### config.mk
export PLATFORM = sky130hd
export DESIGN_NAME = io_device_port
export DESIGN_NICKNAME = d
export VERILOG_FILES = /design/src/rtl/io_device_port.sv
export SDC_FILE = /design/constraint.sdc
export NUM_CORES = 1
export LEC_CHECK = 0
export CAP_MARGIN = 20
export CORE_MARGIN = 4
export CORE_UTILIZATION = 35
export CTS_CLUSTER_DIAMETER = 50
export CTS_CLUSTER_SIZE = 16
export DETAILED_ROUTE_END_ITERATION = 8
export PLACE_DENSITY = 0.65
export SLEW_MARGIN = 20
export SYNTH_ARGS = -nofsm -noshare
export SYNTH_HDL_FRONTEND = slang
export SYNTH_SLANG_ARGS = --single-unit
### constraint.sdc
create_clock -name clk -period 4.2 [get_ports clk]
set_clock_uncertainty 0.2 [all_clocks]
set_input_delay 0.84 -clock clk [delete_from_list [all_inputs] [get_ports clk]]
set_output_delay 0.84 -clock clk [all_outputs]
set_load 0.02 [all_outputs]
### src/rtl/io_device_port.sv
// io_device_port: host-side byte FIFOs bridged to a processor
// through two four-phase handshake links (deliver and capture).
module io_device_port #(
  parameter int WIDTH = 8,
  parameter int DEPTH = 4,
  parameter int AW    = 2
) (
  input  logic             clk,
  input  logic             reset,
  input  logic             hostWrEn,
  input  logic [WIDTH-1:0] hostWrData,
  output logic             hostFull,
  output logic             hostOvf,
  input  logic             hostRdEn,
  output logic [WIDTH-1:0] hostRdData,
  output logic             hostEmpty,
  output logic [WIDTH-1:0] procIn,
  output logic             inDataReady,
  input  logic             inACK,
  input  logic [WIDTH-1:0] procOut,
  input  logic             outDataReady,
  output logic             outACK
);

  localparam logic [AW:0]   LP_FULL = (AW+1)'(DEPTH);
  localparam logic [AW:0]   LP_ONE  = (AW+1)'(1);
  localparam logic [AW-1:0] LP_PINC = AW'(1);

  typedef enum logic [1:0] {
    D_IDLE,
    D_OFFER,
    D_RELEASE
  } d_state_t;

  typedef enum logic {
    C_IDLE,
    C_ACK
  } c_state_t;

  logic [WIDTH-1:0] r_tx_mem [DEPTH];
  logic [AW-1:0]    r_tx_wp;
  logic [AW-1:0]    r_tx_rp;
  logic [AW:0]      r_tx_cnt;
  logic [WIDTH-1:0] r_rx_mem [DEPTH];
  logic [AW-1:0]    r_rx_wp;
  logic [AW-1:0]    r_rx_rp;
  logic [AW:0]      r_rx_cnt;
  logic             r_ovf;

  d_state_t         r_d_st;
  d_state_t         w_d_nxt;
  logic             r_idr;
  logic             w_idr_nxt;
  logic [WIDTH-1:0] r_pin;
  logic [WIDTH-1:0] w_pin_nxt;
  logic             w_tx_pop;
  logic             w_tx_push;

  c_state_t         r_c_st;
  c_state_t         w_c_nxt;
  logic             r_ack;
  logic             w_ack_nxt;
  logic             w_rx_push;
  logic             w_rx_pop;

  // Full/empty are judged on the pre-update count, so a same-cycle
  // pop never makes room for a push and vice versa.
  assign w_tx_push = hostWrEn && (r_tx_cnt != LP_FULL);
  assign w_rx_pop  = hostRdEn && (r_rx_cnt != '0);

  assign hostFull    = (r_tx_cnt == LP_FULL);
  assign hostEmpty   = (r_rx_cnt == '0);
  assign hostOvf     = r_ovf;
  assign hostRdData  = hostEmpty ? '0 : r_rx_mem[r_rx_rp];
  assign procIn      = r_pin;
  assign inDataReady = r_idr;
  assign outACK      = r_ack;

  // TX storage: host writes land here, no reset needed on data.
  always_ff @(posedge clk) begin
    if (w_tx_push) r_tx_mem[r_tx_wp] <= hostWrData;
  end

  // TX pointers, occupancy and sticky overflow flag.
  always_ff @(posedge clk or posedge reset) begin
    if (reset) begin
      r_tx_wp  <= '0;
      r_tx_rp  <= '0;
      r_tx_cnt <= '0;
      r_ovf    <= 1'b0;
    end else begin
      if (w_tx_push) r_tx_wp <= r_tx_wp + LP_PINC;
      if (w_tx_pop)  r_tx_rp <= r_tx_rp + LP_PINC;
      if (w_tx_push && !w_tx_pop)
        r_tx_cnt <= r_tx_cnt + LP_ONE;
      else if (!w_tx_push && w_tx_pop)
        r_tx_cnt <= r_tx_cnt - LP_ONE;
      if (hostWrEn && !w_tx_push) r_ovf <= 1'b1;
    end
  end

  // RX storage: bytes captured from the processor.
  always_ff @(posedge clk) begin
    if (w_rx_push) r_rx_mem[r_rx_wp] <= procOut;
  end

  // RX pointers and occupancy.
  always_ff @(posedge clk or posedge reset) begin
    if (reset) begin
      r_rx_wp  <= '0;
      r_rx_rp  <= '0;
      r_rx_cnt <= '0;
    end else begin
      if (w_rx_push) r_rx_wp <= r_rx_wp + LP_PINC;
      if (w_rx_pop)  r_rx_rp <= r_rx_rp + LP_PINC;
      if (w_rx_push && !w_rx_pop)
        r_rx_cnt <= r_rx_cnt + LP_ONE;
      else if (!w_rx_push && w_rx_pop)
        r_rx_cnt <= r_rx_cnt - LP_ONE;
    end
  end

  // Deliver link state and its registered outputs.
  always_ff @(posedge clk or posedge reset) begin
    if (reset) begin
      r_d_st <= D_IDLE;
      r_idr  <= 1'b0;
      r_pin  <= '0;
    end else begin
      r_d_st <= w_d_nxt;
      r_idr  <= w_idr_nxt;
      r_pin  <= w_pin_nxt;
    end
  end

  // Deliver link: offer TX head, pop on ack, wait for ack release.
  always_comb begin
    w_d_nxt   = r_d_st;
    w_idr_nxt = r_idr;
    w_pin_nxt = r_pin;
    w_tx_pop  = 1'b0;
    unique case (r_d_st)
      D_IDLE: begin
        if (r_tx_cnt != '0) begin
          w_pin_nxt = r_tx_mem[r_tx_rp];
          w_idr_nxt = 1'b1;
          w_d_nxt   = D_OFFER;
        end
      end
      D_OFFER: begin
        if (inACK) begin
          w_tx_pop  = 1'b1;
          w_idr_nxt = 1'b0;
          w_d_nxt   = D_RELEASE;
        end
      end
      D_RELEASE: begin
        if (!inACK) w_d_nxt = D_IDLE;
      end
      default: begin
        w_d_nxt   = D_IDLE;
        w_idr_nxt = 1'b0;
      end
    endcase
  end

  // Capture link state and its registered acknowledge.
  always_ff @(posedge clk or posedge reset) begin
    if (reset) begin
      r_c_st <= C_IDLE;
      r_ack  <= 1'b0;
    end else begin
      r_c_st <= w_c_nxt;
      r_ack  <= w_ack_nxt;
    end
  end

  // Capture link: one RX write per handshake, stall while RX full.
  always_comb begin
    w_c_nxt   = r_c_st;
    w_ack_nxt = r_ack;
    w_rx_push = 1'b0;
    unique case (r_c_st)
      C_IDLE: begin
        if (outDataReady && (r_rx_cnt != LP_FULL)) begin
          w_rx_push = 1'b1;
          w_ack_nxt = 1'b1;
          w_c_nxt   = C_ACK;
        end
      end
      C_ACK: begin
        if (!outDataReady) begin
          w_ack_nxt = 1'b0;
          w_c_nxt   = C_IDLE;
        end
      end
      default: begin
        w_c_nxt   = C_IDLE;
        w_ack_nxt = 1'b0;
      end
    endcase
  end

endmodule

Yosys cells after proc, flatten, opt, wreduce, memory -nomap -nowiden --
Memories as Yosys holds them, arrays and structs flattened. A register that Yosys moved wholly into a read port is not among the register bits. Index checks and enable logic that the tools add are counted.
Operators by class: reduce and logical (&&, ||, !) cells 22, mux-type cells 25, eq/ne operators 10, bitwise gates (word level) 2, $add $sub $neg 8
Operators with widths (number):
- $mux W1 | 13
- $mux W3 | 4
- $ne A2 B2 Y1 const B | 5
- $add A2 B1 Y2 const B | 4
- $logic_and A1 B1 Y1 | 8
- $mux W8 | 1
- $add A3 B1 Y3 const B | 2
- $mux W2 | 3
- $ne A3 B3 Y1 const B | 2
- $pmux W2 S3 | 1
- $reduce_and A3 Y1 | 2
- $reduce_bool A3 Y1 | 2
- $sub A3 B1 Y3 const B | 2
- $logic_not A1 Y1 | 4
- $pmux W1 S2 | 2
- $reduce_and A2 Y1 | 2
- $reduce_bool A2 Y1 | 2
- $eq A3 B3 Y1 const B | 1
- $logic_not A3 Y1 | 1
- $pmux W1 S3 | 1
- $eq A2 B1 Y1 const B | 1
- $eq A2 B2 Y1 const B | 1
- $logic_not A2 Y1 | 1
- $not A1 Y1 | 2
Storage, ports and cells: bits of input ports 22, memories 2, bits in writable memories 64, flip-flop bits (word level) 20, logic and storage cells 80
Memory list:
- r_rx_mem | words 4, width 8, rd ports 1, clocked after Yosys merged registers in 0, wr ports 1, RTL line 44 | logic [WIDTH-1:0] r_rx_mem [DEPTH];
- r_tx_mem | words 4, width 8, rd ports 1, clocked after Yosys merged registers in 1, wr ports 1, RTL line 40 | logic [WIDTH-1:0] r_tx_mem [DEPTH];

Logic depth before layout (Yosys ltp) --
Gate-level depths: netlist of the first run.
word-level depth 8, mapped depth 9, mapped depth without buffers 8

Worst setup path before layout of the first run --
OpenSTA, ideal clock, no wires.
path kind input-to-reg, start in outDataReady, end reg r_rx_cnt[2], setup slack 1.666 ns, stages on the path 8, library setup time 0.079 ns, arrival time 2.254 ns, cell sequence inv_1 nor3_2 ha_1 inv_1 fa_1 xor2_1 nor2_1 xor2_1
On the way: cells in the longest elaborated chain, start to end 6, elaborated cells on any way between the ends 8, those cells by class mux: 3; reduce/logical: 5
RTL lines:
- from (decl) | RTL line 21 | input logic outDataReady,
- $logic_and A1 B1 Y1 * | RTL line 185 | if (outDataReady && (r_rx_cnt != LP_FULL)) begin
- $mux W1 * | RTL line 185
- $mux W1 * | RTL line 183 | unique case (r_c_st)
- named net w_rx_push | RTL line 63 | logic w_rx_push;
- $logic_not A1 Y1 | RTL line 118 | else if (!w_rx_push && w_rx_pop)
- $logic_and A1 B1 Y1 | RTL line 118
- $reduce_bool A2 Y1 (no line)
- to (signal assigned) | RTL line 117 | r_rx_cnt <= r_rx_cnt + LP_ONE;
- to (signal assigned) | RTL line 119 | r_rx_cnt <= r_rx_cnt - LP_ONE;
- to (decl) | RTL line 47 | logic [AW:0] r_rx_cnt;
Mark *: on every way through the listed nets, which the timed path passes. The rest lies on a longest branch. A chain may end at the register's enable or synchronous reset.

Worst setup path in the final report of the first run --
start reg r_rx_rp[0], end out hostRdData[2]
On the way: cells in the longest elaborated chain, start to end 2
RTL lines:
- from (decl) | RTL line 46 | logic [AW-1:0] r_rx_rp;
- from (signal assigned) | RTL line 115 | if (w_rx_pop) r_rx_rp <= r_rx_rp + LP_PINC;
- $mem_v2 Z4 W8
- $mux W8 | RTL line 74 | assign hostRdData = hostEmpty ? '0 : r_rx_mem[r_rx_rp];
- to (decl) | RTL line 15 | output logic [WIDTH-1:0] hostRdData,
No other way between the ends.

==> results.yml, run 1 <==
run_status:
  outcome: "finished clean"
setup_path:
  path_class: "flop to output pin"
  critPathMaxStageDelay_ps: 720
  startpoint: "r_rx_rp[0]"
  path_max_fanout: 10
  worstPathRequired_ps: 3160
  startpoint_type: "flop"
  cp.arrival_ps: 2350
  rr_startpoint: "r_rx_cnt[0]"
  crit_chain: "mux4_2, and2_1, clkdlybuf4s50_1"
  crit_slowest_cell: "dfrtp_1"
  worst_setup_path_end_kind: "output pin"
yosys:
  yosys-top-cells-area: "edfxtp_1 51%, dfrtp_1 19%, mux4_2 9.6%"
  synth_cell_types: 31
  synth_top_family_by_area: "multiplexers"
  synth-xor-area-share_pct: 2.80
  synthesis.instances: 200
  ys_seq_elements: 92
  yosysWarningCount: 0
  synth_area_um2: 3750
  synth_top_cell_by_area: "edfxtp_1"
  synth.net_count: 234
  synth_compound_area_share_pct: 1.03
  ys_seq_area_share_pct: 69.9
  synthSimpleGateAreaFrac_pct: 5.64
  ys_dominant_reg_cell: "edfxtp_1"
  synth_edf_count: 64
  muxShareOfSynthArea_pct: 14.0
  synth-async-reset-ratio_pct: 30.4
  avgSynthCellArea_um2: 18.7
  synth_fa_ha_area_share_pct: 4.40
  yosysTopAreaCellShare_pct: 51.3
floorplanning:
  initial_utilization_pct: 36.2
  dieArea_um2: 12400
  ios: 43
  die_w_um: 112
  core-area_um2: 10400
  die_y_um: 112
  rows: 37
grt:
  grt_pass1_wl_um: 10100
  grt.total_usage_pct: 10.7
  grt-ovfl-total: 0
  grt_max_degree: 29
  antenna_found_initial: 0
  grt_pass1_vias: 2023
sta:
  max_freq_mhz: 295
  period_minus_slack_ps: 3390
  worst_pin_slew_ps: 638
  hold_viol: 0
  post-route-period-util_pct: 80.8
  relSlewSlack_pct: 57.5
  fin_tns_setup_ps: 0
  setup_violations: 0
  slew_violations: 0
  rsz0062_at_grt: "false"
drt:
  ant_nets: 0
  vias: 1767
  avgRoutedWirePerCell_um: 15.6
  drt_iter0_drc: 31
  drt-pass1-iter-count: 4
  viasPerCell: 4.55
  drt_wl_total_um: 6060
  drc_errors: 0
place:
  place_inst: 372
  place_hpwl_um: 4080
  port-buffer-count: 42
  gp_congestion: 0.651
  placed_area_um2: 4300
layout:
  mostFrequentLayoutCell: "edfxtp_1"
  most-common-layout-cells: "64 x edfxtp_1, 42 x clkdlybuf4s50_1, 28 x dfrtp_1"
  utilization_pct: 43.3
  antenna-diode-count: 0
  nets: 281
  drive_gt1_share_pct: 18.3
  instances_no_fill: 388
  finalInstanceArea_um2: 4490
  syn_to_final_growth_pct: 19.8
power_and_ir_drop:
  switching_share_pct: 32.9
  combPwrFrac_pct: 36.3
  p_leak_nw: 1.63
  ir_worst_vdd_uv: 287
  cellPowerDensity_nw_per_um2: 699
  clockPowerShare_pct: 18.1
  intPower_mw: 2.11
  seq_power_share_pct: 45.5
  power.switching_mw: 1.03
clock_tree:
  cts_buffers: 9
  cts_setup_buffers: 0
  cts_sinks: 92
  root_buffer: "clkbuf_8"
  cts_tree: "yes"
  cts_resized: 0
  clkSlewWorstSetupHoldPaths_ps: 100
  clk_latency_ps: 360
  cts_hold_buf: 0
  htree_levels: 3
  cts.path.max_buffers: 2
worst_hold_path:
  min-delay-start: "hostOvf"
  hold_class: "flop to flop"
job:
  cap_violations: 0
## flip-flops by register name, summed over array words and instances, names as in the netlist, 3 cells and up
name      count
r_rx_cnt      3
procIn        8
r_rx_mem     32
r_tx_mem     32
r_tx_cnt      3
## power by group through the flow
stage | Combinational, mW | Sequential (mW) | Clock, mW
floorplan | 0.828 | 1.40 | 0
global placement | 1.15 | 1.45 | 0
detailed placement | 1.17 | 1.46 | 0
CTS | 1.17 | 1.44 | 0.603
global route | 1.24 | 1.47 | 0.636
finish | 1.14 | 1.43 | 0.570
## cells in the mapped netlist (all sizes together), types with 2 or more instances
cell    instances
and2           16
buf             4
clkbuf          3
dfrtp          28
edfxtp         64
fa              2
ha             10
inv            10
mux2           12
mux4           16
nand2           3
nand2b          2
nor2            2
nor3            2
nor3b           2
o21ai           2
or3             2
xnor2           8
xor2            4
## final timing paths
kind | endpoint | slack, ps | depth (start not counted)
max in group asynchronous | procIn[2] | 2870 | 3
max reg2reg | r_rx_cnt[2] | 1740 | 8
min in group asynchronous | r_rx_rp[1] | 650 | 3
min reg2reg | hostOvf | 270 | 1
max | hostRdData[2] | 810 | 3
min | hostOvf | 270 | 1
## metal layers
layer  wire [um]  vias up  track usage [%]  part of all wire [%]
li1            -      831                -                     -
met3         332        6             3.42                   5.5
met5           0        -                0                     0
met2        3210       46             18.7                    53
met1        2440      884             11.7                    40
met4          75        0             5.11                   1.2
## stage by stage
step / power [mW] / hold slack, ps / setup slack (ps)
3_3_place_gp: 2.60 / 240 / 1080
3_5_place_dp: 2.63 / 252 / 1010
4_1_cts: 3.21 / 281 / 723
2_1_floorplan: 2.23 / 245 / 1670
5_1_grt: 3.35 / 292 / 647
6_report: 3.14 / 275 / 807
## area by class of cell
cell class                      instances  area [um2]
Timing Repair Buffer                   43         428
Clock inverter                          7        65.1
Fill cell                             963        5880
Tap cell                              136         170
Multi-Input combinational cell         91        1050
Inverter                               10        37.5
Sequential cell                        92        2620
Clock buffer                            9         124
## critical path, delay by kind of cell, from the launching register on
family / cells / cell delay [ps]
flops: 1 / 720
buf+inv: 1 / 530
simple gates: 1 / 170
mux: 1 / 580
## cell families (layout without fill, tap and decap cells)
family | Yosys count | after routing
muxes | 28 | 28
DFF | 92 | 92
AOI/OAI and AO/OA | 6 | 6
and+or+nand+nor | 33 | 33
xor gates and xnor gates | 12 | 12
buffers and inverters | 17 | 69
adders and majority gates | 12 | 12
Power figures use the tool's default switching activity.
==> run 2, diff against run 1 <==
==> constraint.sdc (replaced) <==
create_clock -name clk -period 3.3 [get_ports clk]
set_clock_uncertainty 0.2 [all_clocks]
set_input_delay 0.66 -clock clk [delete_from_list [all_inputs] [get_ports clk]]
set_output_delay 0.66 -clock clk [all_outputs]
set_load 0.02 [all_outputs]
==> run 2 against run 1 <==
Net effect:
- critical path depth unchanged
- routed wire length increased by 1.0%
- combinational power increased by 32%
- die area unchanged
- first-iteration DRC count increased by 65%
- highest routed layer unchanged
- power increased by 31%
- via count increased by 0.85%
- final cell count increased by 1.0%
- setup slack got worse by 470 ps
- utilization increased by 0.62 points
- flip-flop and latch count unchanged
==> results.yml, run 2 (synthesis gave the netlist of run 1 again) <==
run_status:
  outcome: "finished clean"
sta:
  period_minus_slack_ps: 2970
  setup_violations: 0
  post-route-period-util_pct: 89.9
  max_freq_mhz: 337
  rsz0062_at_grt: "false"
  fin_hold_ws_ps: 267
  fin_tns_setup_ps: 0
  worst_pin_slew_ps: 630
  relSlewSlack_pct: 58.0
  slew_violations: 0
  hold_viol: 0
setup_path:
  path_max_fanout: 11
  rr_startpoint: "r_rx_cnt[0]"
  worst_setup_path_end_kind: "output pin"
  critPathMaxStageDelay_ps: 560
  crit_slowest_cell: "or3_1"
  worst-path-buf-inv: 1
  startpoint: "r_rx_cnt[0]"
  r2r_end: "r_rx_cnt[2]"
  path_delay_family: "simple AND/OR/NAND/NOR gates"
  path_class: "flop to output pin"
  cp.arrival_ps: 2110
  r2r_slack_ps: 820
  reg2reg_depth: 8
  worstPathRequired_ps: 2440
  critical_path_depth: 3
  startpoint_type: "flop"
  crit_end: "hostRdData[7]"
  crit_chain: "or3_1, and2_1, clkdlybuf4s50_1"
place:
  port-buffer-count: 42
  gp_congestion: 0.653
  place_hpwl_um: 4170
  placed_area_um2: 4330
floorplanning:
  ios: 43
  core-area_um2: 10400
  die_y_um: 112
  dieArea_um2: 12400
  die_w_um: 112
  rows: 37
  initial_utilization_pct: 36.2
drt:
  drt-pass1-iter-count: 4
  drc_errors: 0
  viasPerCell: 4.55
  ant_nets: 0
  vias: 1782
  avgRoutedWirePerCell_um: 15.6
  drt_wl_total_um: 6120
  drt_iter0_drc: 51
clock_tree:
  htree_levels: 3
  cts.path.max_buffers: 2
  cts_hold_buf: 0
  clkSlewWorstSetupHoldPaths_ps: 90
  cts_tree: "yes"
  cts_buffers: 9
  cts_sinks: 92
  root_buffer: "clkbuf_8"
  cts_setup_buffers: 0
  clk_latency_ps: 350
  cts_resized: 0
layout:
  finalInstanceArea_um2: 4560
  drive_gt1_share_pct: 19.5
  utilization_pct: 43.9
  syn_to_final_growth_pct: 21.5
  mostFrequentLayoutCell: "edfxtp_1"
  most-common-layout-cells: "64 x edfxtp_1, 42 x clkdlybuf4s50_1, 28 x dfrtp_1"
  nets: 285
  antenna-diode-count: 0
worst_hold_path:
  hold_class: "flop to flop"
power_and_ir_drop:
  power_mw: 4.13
  cellPowerDensity_nw_per_um2: 906
  ir_worst_vdd_uv: 427
  p_leak_nw: 1.67
grt:
  antenna_found_initial: 0
  grt_max_degree: 29
  grt-ovfl-total: 0
  grt.total_usage_pct: 10.6
  grt_pass1_vias: 1963
  grt_pass1_wl_um: 10200
job:
  cap_violations: 0
==> run 2: changes by cell type in the layout (fill, tap and decap cells not counted), sizes merged <==
| cell | change |
|---|---|
| inv | -4 |
| buf | +4 |
| clkinv | +2 |
| bufinv | +2 |
==> run 2: worst min path at each step <==
stage                 from     endpoint  depth (start not counted)
4_1_cts            hostOvf      hostOvf                          1
3_3_place_gp       hostOvf      hostOvf                          1
5_1_grt        r_rx_cnt[2]  r_rx_cnt[2]                          1
2_1_floorplan  r_rx_cnt[2]  r_rx_cnt[2]                          1
3_5_place_dp       hostOvf      hostOvf                          1
6_report           hostOvf      hostOvf                          1
==> run 2: area by class of cell <==
class / instances / area, um2
repair buffers: 47 / 458
fillers: 936 / 5810
well taps: 136 / 170
clock inverters: 7 / 98.8
flip-flops and latches: 92 / 2620
multi-input cells: 91 / 1050
inverters: 10 / 37.5
clock buffers: 9 / 124
==> run 2: per-layer routing <==
metal	GRT usage [%]	wire (um)	share of wire, %
met1	12.6	2580	42
met5	0	0	0
met4	2.92	60	0.98
met3	3.70	272	4.4
met2	18.5	3200	52
==> run 2: through the flow <==
| step | instances | setup WS, ps |
|---|---|---|
| 2_1_floorplan | 200 | 946 |
| 3_3_place_gp | 376 | 639 |
| 3_5_place_dp | 376 | 605 |
| 4_1_cts | 392 | 275 |
| 5_1_grt | 392 | 206 |
| 6_report | 392 | 335 |
==> run 2: where the power goes <==
part / leakage [nW] / switching (mW) / internal [mW]
sequential: 0.910 / 0.242 / 1.55
clock: 0.110 / 0.395 / 0.430
combinational: 0.648 / 0.651 / 0.857
total: 1.67 / 1.29 / 2.84
==> run 3, diff against run 2 <==
--- a/config.mk
+++ b/config.mk
@@ -6,12 +6,13 @@
 export NUM_CORES = 1
 export LEC_CHECK = 0
 export CAP_MARGIN = 20
-export CORE_MARGIN = 4
+export CORE_MARGIN = 3
 export CORE_UTILIZATION = 35
+export CTS_BUF_LIST = sky130_fd_sc_hd__clkbuf_8
 export CTS_CLUSTER_DIAMETER = 50
 export CTS_CLUSTER_SIZE = 16
 export DETAILED_ROUTE_END_ITERATION = 8
-export PLACE_DENSITY = 0.65
+export PLACE_DENSITY = 0.67
 export SLEW_MARGIN = 20
 export SYNTH_ARGS = -nofsm -noshare
 export SYNTH_HDL_FRONTEND = slang
==> constraint.sdc (replaced) <==
create_clock -name clk -period 2.5 [get_ports clk]
set_clock_uncertainty 0.2 [all_clocks]
set_input_delay 0.5 -clock clk [delete_from_list [all_inputs] [get_ports clk]]
set_output_delay 0.5 -clock clk [all_outputs]
set_load 0.02 [all_outputs]
==> run 3 against run 2 <==
Net effect:
- critical path depth rose by 2
- utilization rose by 0.58 points
- via count rose by 2.1%
- largest cell class unchanged
- largest power group unchanged
- highest routed layer unchanged
==> results.yml, run 3 (synthesis gave the netlist of run 1 again) <==
clock_tree:
  cts_sinks: 92
  cts_tree: "yes"
  cts.path.max_buffers: 2
  clkSlewWorstSetupHoldPaths_ps: 90
  clk_latency_ps: 340
  root_buffer: "clkbuf_8"
  cts_buffers: 9
  htree_levels: 3
drt:
  ant_nets: 0
  vias: 1820
  avgRoutedWirePerCell_um: 14.8
  drt_wl_total_um: 6010
  drt-pass1-iter-count: 4
  viasPerCell: 4.49
  drc_errors: 0
  drt_iter0_drc: 33
sta:
  worst_pin_slew_ps: 435
  setup_violations: 0
  rsz0062_at_grt: "false"
  relSlewSlack_pct: 71.0
  layout_setup_ws_ps: 84.2
  hold_viol: 0
  period_minus_slack_ps: 2420
  post-route-period-util_pct: 96.6
  slew_violations: 0
  max_freq_mhz: 414
setup_path:
  path_max_fanout: 6
  worstPathRequired_ps: 1800
  worst_setup_path_end_kind: "output pin"
  cp.arrival_ps: 1720
  path_class: "flop to output pin"
  startpoint_type: "flop"
grt:
  grt.total_usage_pct: 10.9
  grt_util_met3_pct: 3.29
  top_usage_layer: "met2"
  antenna_found_initial: 0
  grt_max_degree: 29
  met2_usage_pct: 19.9
  grt_pass1_vias: 2011
  grt_pass1_wl_um: 9830
  globalRouteMet1Util_pct: 12.6
  grt-ovfl-total: 0
place:
  port-buffer-count: 42
  place_hpwl_um: 4170
  place_ws_ps: -23.6
  gp_congestion: 0.665
layout:
  mostFrequentLayoutCell: "edfxtp_1"
  antenna-diode-count: 0
  most-common-layout-cells: "64 x edfxtp_1, 33 x clkdlybuf4s50_1, 28 x dfrtp_1"
  nets: 298
  drive_gt1_share_pct: 26.4
  syn_to_final_growth_pct: 23.1
  fillerInstances: 938
floorplanning:
  dieArea_um2: 12000
  rows: 37
  core-area_um2: 10400
  ios: 43
  die_y_um: 110
  initial_utilization_pct: 36.2
  die_w_um: 110
power_and_ir_drop:
  ir_worst_vdd_uv: 577
  p_leak_nw: 1.74
  power_mw: 5.36
  cellPowerDensity_nw_per_um2: 1160
run_status:
  outcome: "finished clean"
job:
  cap_violations: 0
worst_hold_path:
  hold_class: "flop to flop"
[run 3: final timing paths]
kind	start	endpoint	slack, ps	cells after the start
min reg2reg	hostOvf	hostOvf	270	1
max reg2reg	r_rx_cnt[0]	r_rx_cnt[2]	220	8
max in group asynchronous	reset	procIn[3]	1470	3
min in group asynchronous	reset	r_c_st	330	3
min	hostOvf	hostOvf	270	1
max	r_rx_rp[0]	hostRdData[1]	80	5
[run 3: cell type report]
cell class / count / area, um2 / share of cell area, %
sequential: 92 / 2620 / 56.8
clock buffer: 9 / 124 / 2.68
timing repair buffer: 60 / 542 / 11.7
inverter: 10 / 37.5 / 0.813
tap: 136 / 170 / 3.69
multi-input combinational: 91 / 1050 / 22.8
clock inverter: 7 / 67.6 / 1.46
[run 3: worst max-delay path, stage by stage, from the launching register on]
cell and delay, ps:
dfrtp_1 350, buf_4 120, buf_12 120, mux4_2 480, and2_4 160, buf_4 150
[run 3: per-layer routing]
metal,part of all wire (%),vias up
met5,0,-
met4,0.77,0
met3,5.0,5
met2,53,40
met1,41,910
li1,-,865
[run 3: per-stage QoR]
stage / hold WS (ps) / std cells / setup TNS [ps] / util [%] / area (um2)
2_1_floorplan: 245 / 200 / 0 / - / 3750
3_3_place_gp: 240 / 387 / 0 / 42.8 / 4440
3_5_place_dp: 255 / 387 / -23.6 / 42.8 / 4440
4_1_cts: 279 / 405 / 0 / 44.5 / 4610
5_1_grt: 299 / 405 / 0 / 44.5 / 4620
6_report: 272 / 405 / 0 / 44.5 / 4620
[run 3: timing repair]
item	in CTS	in global routing
hold buffers	0	0
setup buffers	2	0
endpoints found under the hold margin	0	0
setup endpoints to repair	9	1
gates resized for setup	34	2
pin swaps	0	0
[run 3: report_power, final]
part	internal, mW	total [mW]	switching, mW
clock network	0.457	0.955	0.498
logic	1.17	2.10	0.928
registers	2.05	2.31	0.262
total	3.68	5.36	1.69
